File: config.mk
export PLATFORM = sky130hd
export DESIGN_NAME = perf_counter_bank
export DESIGN_NICKNAME = d
export VERILOG_FILES = /design/src/rtl/perf_counter_bank.sv
export SDC_FILE = /design/constraint.sdc
export NUM_CORES = 1
export LEC_CHECK = 0
export BUFFER_PORTS_ARGS = -buffer_cell sky130_fd_sc_hd__buf_2
export CAP_MARGIN = 20
export CORE_ASPECT_RATIO = 1.25
export CORE_UTILIZATION = 50
export DETAILED_ROUTE_END_ITERATION = 10
export PLACE_DENSITY_LB_ADDON = 0.2
export SLEW_MARGIN = 20
export SYNTH_ARGS = -nofsm -noshare
export SYNTH_HDL_FRONTEND = slang
export SYNTH_SLANG_ARGS = --single-unit
File: constraint.sdc
create_clock -name clk_i -period 6 [get_ports clk_i]
set_input_delay 0.9 -clock clk_i [delete_from_list [all_inputs] [get_ports clk_i]]
set_output_delay 0.9 -clock clk_i [all_outputs]
set_load 0.02 [all_outputs]
File: src/rtl/perf_counter_bank.sv
// perf_counter_bank: run-cycle and event counters with cycle budget, shadow snapshots and 1-cycle read port
module perf_counter_bank #(
  parameter int NUM_EVT = 4,
  parameter int CNT_W = 32,
  parameter int MAX_CYCLES = 30,
  parameter int SATURATE = 1,
  localparam int SEL_W = $clog2(NUM_EVT + 1)
) (
  input  logic               clk_i,
  input  logic               rst_i,
  input  logic               start_i,
  input  logic [NUM_EVT-1:0] evt_i,
  input  logic               clr_i,
  input  logic               snap_i,
  input  logic               rd_req_i,
  input  logic [SEL_W-1:0]   rd_sel_i,
  output logic               rd_ack_o,
  output logic [CNT_W-1:0]   rd_data_o,
  output logic [CNT_W-1:0]   cycle_o,
  output logic [NUM_EVT:0]   ovf_o,
  output logic               done_o
);
  localparam int N = NUM_EVT + 1;
  typedef enum logic [1:0] {IDLE, RUN, DONE} state_t;
  state_t state, next_state;
  logic [CNT_W-1:0] live [N];
  logic [CNT_W-1:0] shadow [N];
  logic [CNT_W-1:0] nxt [N];
  logic [N-1:0] inc, top;
  logic done_hit;
  assign inc = {1'b1, evt_i} & {N{state == RUN}};
  always_comb begin
    for (int k = 0; k < N; k++) begin
      top[k] = &live[k];
      nxt[k] = top[k] ? (SATURATE != 0 ? live[k] : '0) : live[k] + 1'b1;
    end
  end
  // the cycle counter always increments in RUN, so the budget is checked on its next value
  assign done_hit = state == RUN && MAX_CYCLES != 0 && nxt[NUM_EVT] == CNT_W'(MAX_CYCLES);
  always_comb begin
    next_state = clr_i ? IDLE :
                 state == IDLE ? (start_i ? RUN : IDLE) :
                 state == RUN ? (done_hit ? DONE : start_i ? RUN : IDLE) : DONE;
  end
  always_ff @(posedge clk_i) begin
    if (!rst_i) begin
      state <= IDLE;
      for (int k = 0; k < N; k++) begin
        live[k] <= '0;
        shadow[k] <= '0;
      end
      ovf_o <= '0;
      rd_ack_o <= 1'b0;
      rd_data_o <= '0;
    end else begin
      state <= next_state;
      for (int k = 0; k < N; k++) begin
        if (snap_i) shadow[k] <= live[k];
        if (clr_i) live[k] <= '0;
        else if (inc[k]) live[k] <= nxt[k];
      end
      ovf_o <= clr_i ? '0 : ovf_o | (inc & top);
      rd_ack_o <= rd_req_i;
      rd_data_o <= rd_req_i && rd_sel_i <= SEL_W'(NUM_EVT) ? shadow[rd_sel_i] : '0;
    end
  end
  assign cycle_o = live[NUM_EVT];
  assign done_o = state == DONE;
endmodule

==> run summary <==
share of cells above drive strength 1 - 0.141
leakage - 7.44 nW
Via density - 5.84
final setup vio count - 0
Synth Register Bits - 360
Die ar. - 34800 um2
Synth warnings - 0
clk_skew - 0.00984 ns
Tmin final - 3.69 ns
Clock transition at path regs - 0.06 ns
slowest stage delay, CP - 0.78 ns
clock root buffer master - clkbuf_16
measured slew at the worst slew-check pin - 1.06 ns
worst hold slack - 0.472 ns
EDFF count, synth - 320
syn_area_per_cell - 12.2 um2
final slew viol count - 0
syn_nets - 1411
Placed Cells - 1829
Final Cell Area - 19000 um2
HPWL Detailed - 26.9 mm
WS Path Type - input port to register
worst-path fanout max - 60
HP Class - register to register
CTS max path bufs - 3
post-CTS sizing - 0
Die H - 208 um
Critical Path Sink Type - register
Post-CTS Hold Fix Bufs - 0
antenna violations before repair - 1
highest clock rate - 0.271 GHz
post-synthesis async set-or-reset flop share - 0
num ports - 84
maximum vdd ir drop - 0.178 mV
Seq/Total Area, Yosys - 0.612
status - finished, final reports clean
max_cap viols - 0
Rel. slew slack - 0.290
Initial Util - 0.508
area post-placement - 17800 um2
crit path cell chain - buf_4 -> nor2b_2 -> buf_4 -> and3_1 -> buf_4 -> nand2_1 -> buf_4 -> a21oi_4
post-synth top area cell - edfxtp_1
dominant synthesized flop cell - edfxtp_1
fin crit share - 0.615
DRT iter0 DRCs - 969
cell area after synthesis - 17000 um2
number of global-route vias before repair - 10.7k
GP Congestion - 0.929
total global-route track usage - 0.229
H-tree levels - 2
largest net degree at the start of global routing - 134
CP most frequent cell - buf_4
Setup WS pre-CTS - 1.75 ns
first-pass GRT wire length - 61.1 mm
RSZ-0062 raised after global routing - false
Sink Count - 360
post-synth cell types - 60
Post-Syn Instances - 1393
CP required - 6.15 ns
IO Port Bufs - 83
Routed Antenna Nets - 0
NumNets Final - 1463
crit path launch type - input port
Die W - 167 um
TritonCTS clock tree - done
core area - 33500 um2
final cell count without fillers - 1895
DR pass1 iterations - 6
clk_lat worst skew - 0.53 ns
Critical Path Slowest Stage Cell - a21oi_4
endpoints failing hold - 0
Final TNS setup - 0 ns
CP arrival - 3.83 ns
wire length per cell - 20.7 um
final WL - 39.3 mm
CTS Buf Count - 36
drc violations - 0
P per Cell Area - 291 nW/um2
Via Count - 11.1k
# rows - 75
postcts setup bufs - 0
P&R area growth vs syn - 11.7%
GRT overflow - 0
area share of the largest cell type after synthesis - 0.565
top cells by area, synth - edfxtp_1 (56%), and3_1 (7.0%), dfxtp_1 (4.7%), nor2_1 (4.4%), mux4_2 (4.2%)
Worst Slack Setup Final - 2.31 ns
## cells by family after synthesis
logic type               count (synthesis)  share of synthesized area
adder cells (fa/ha/maj)                  5                    0.00368
multiplexers                            65                     0.0618
AND/OR/NAND/NOR                        659                      0.204
AO/OA/AOI/OAI                           84                     0.0318
XOR/XNOR                               127                     0.0654
buffers and inverters                   93                     0.0218
flip-flops                             360                      0.612
## cells in the mapped netlist, drive strengths merged, types with 2 or more instances
cell type	count
a211o	2
a211oi	5
a21o	4
a21oi	30
a41o	2
and2	7
and3	193
and4	19
buf	20
clkbuf	65
dfxtp	40
edfxtp	320
ha	5
inv	8
mux2i	33
mux4	32
nand2	81
nand2b	5
nand3	60
nand4	35
nor2	201
nor2b	5
nor3	10
nor3b	2
nor4	13
nor4b	2
o2111ai	3
o21ai	25
o31ai	4
or3	22
or4	2
xnor2	48
xor2	79
## path summary, 6_finish.rpt
path / cells after the start / end / startpoint / slack, ns
worst max-delay path: 8 / live[3][4] / rst_i / 2.31
worst min-delay path: 2 / ovf_o[4] / ovf_o[4] / 0.47
worst max register to register: 8 / live[3][4] / live[3][0] / 2.84
worst min register to register: 2 / ovf_o[4] / ovf_o[4] / 0.47
## through the flow
stage	power [mW]	util
2_1_floorplan	3.18	-
3_3_place_gp	3.29	0.531
3_5_place_dp	3.29	0.531
4_1_cts	5.57	0.566
5_1_grt	5.70	0.567
6_report	5.53	0.567
## cells in the final DEF, fill, tap and decap left out, types with 3 or more instances in the layout
cell type  instances
nand4_1           34
nand3_1           59
a21oi_1           26
nor3_1             9
clkinv_1           5
dfxtp_1           40
o2111ai_1          3
clkinv_2           3
buf_4             16
buf_2             81
nand2_1           80
nor4_1            10
clkinv_4           4
xnor2_1           48
inv_1              8
nand2b_1           4
ha_1               5
mux4_2            32
nor2_1           201
bufinv_16          4
a211oi_1           5
nor2b_1            4
and4_1            18
mux2i_1           33
edfxtp_1         320
or3_1             22
o21ai_0           24
and3_1           191
a21o_1             4
xor2_1            79
clkbuf_1           7
clkbuf_16         37
and2_1             5
## critical path: cells and delay by family
kind / cells / cell delay, ns
compound gates: 1 / 0.78
simple gates: 3 / 0.86
buf+inv: 4 / 1.26
## layout make-up
class / count / area [um2]
clock inverters: 18 / 205
diodes: 1 / 2.50
fillers: 2735 / 14500
inverters: 8 / 30.0
flip-flops and latches: 360 / 10400
well taps: 423 / 529
multi-input cells: 940 / 6270
clock buffers: 46 / 980
repair buffers: 99 / 573
## flip-flops by register name (all words and copies together) (netlist names)
name,cells
live,160
ovf_o,5
rd_ack_o,1
rd_data_o,32
shadow,160
state,2
## report_power, final
group          leakage (nW)  switching (mW)  total, mW  internal [mW]
Clock                 0.576           0.953       2.29           1.33
Combinational          2.98           0.184      0.296          0.112
Sequential             3.88          0.0994       2.95           2.85
## metal layers
layer / GRT usage / vias to the layer above / wire length [um]
met3: 0.0339 / 68 / 1830
li1: - / 5254 / -
met2: 0.379 / 334 / 18900
met5: 0 / - / 0
met4: 0.0916 / 0 / 1380
met1: 0.303 / 5416 / 17200
No activity file was read; power rests on OpenSTA's default activity.
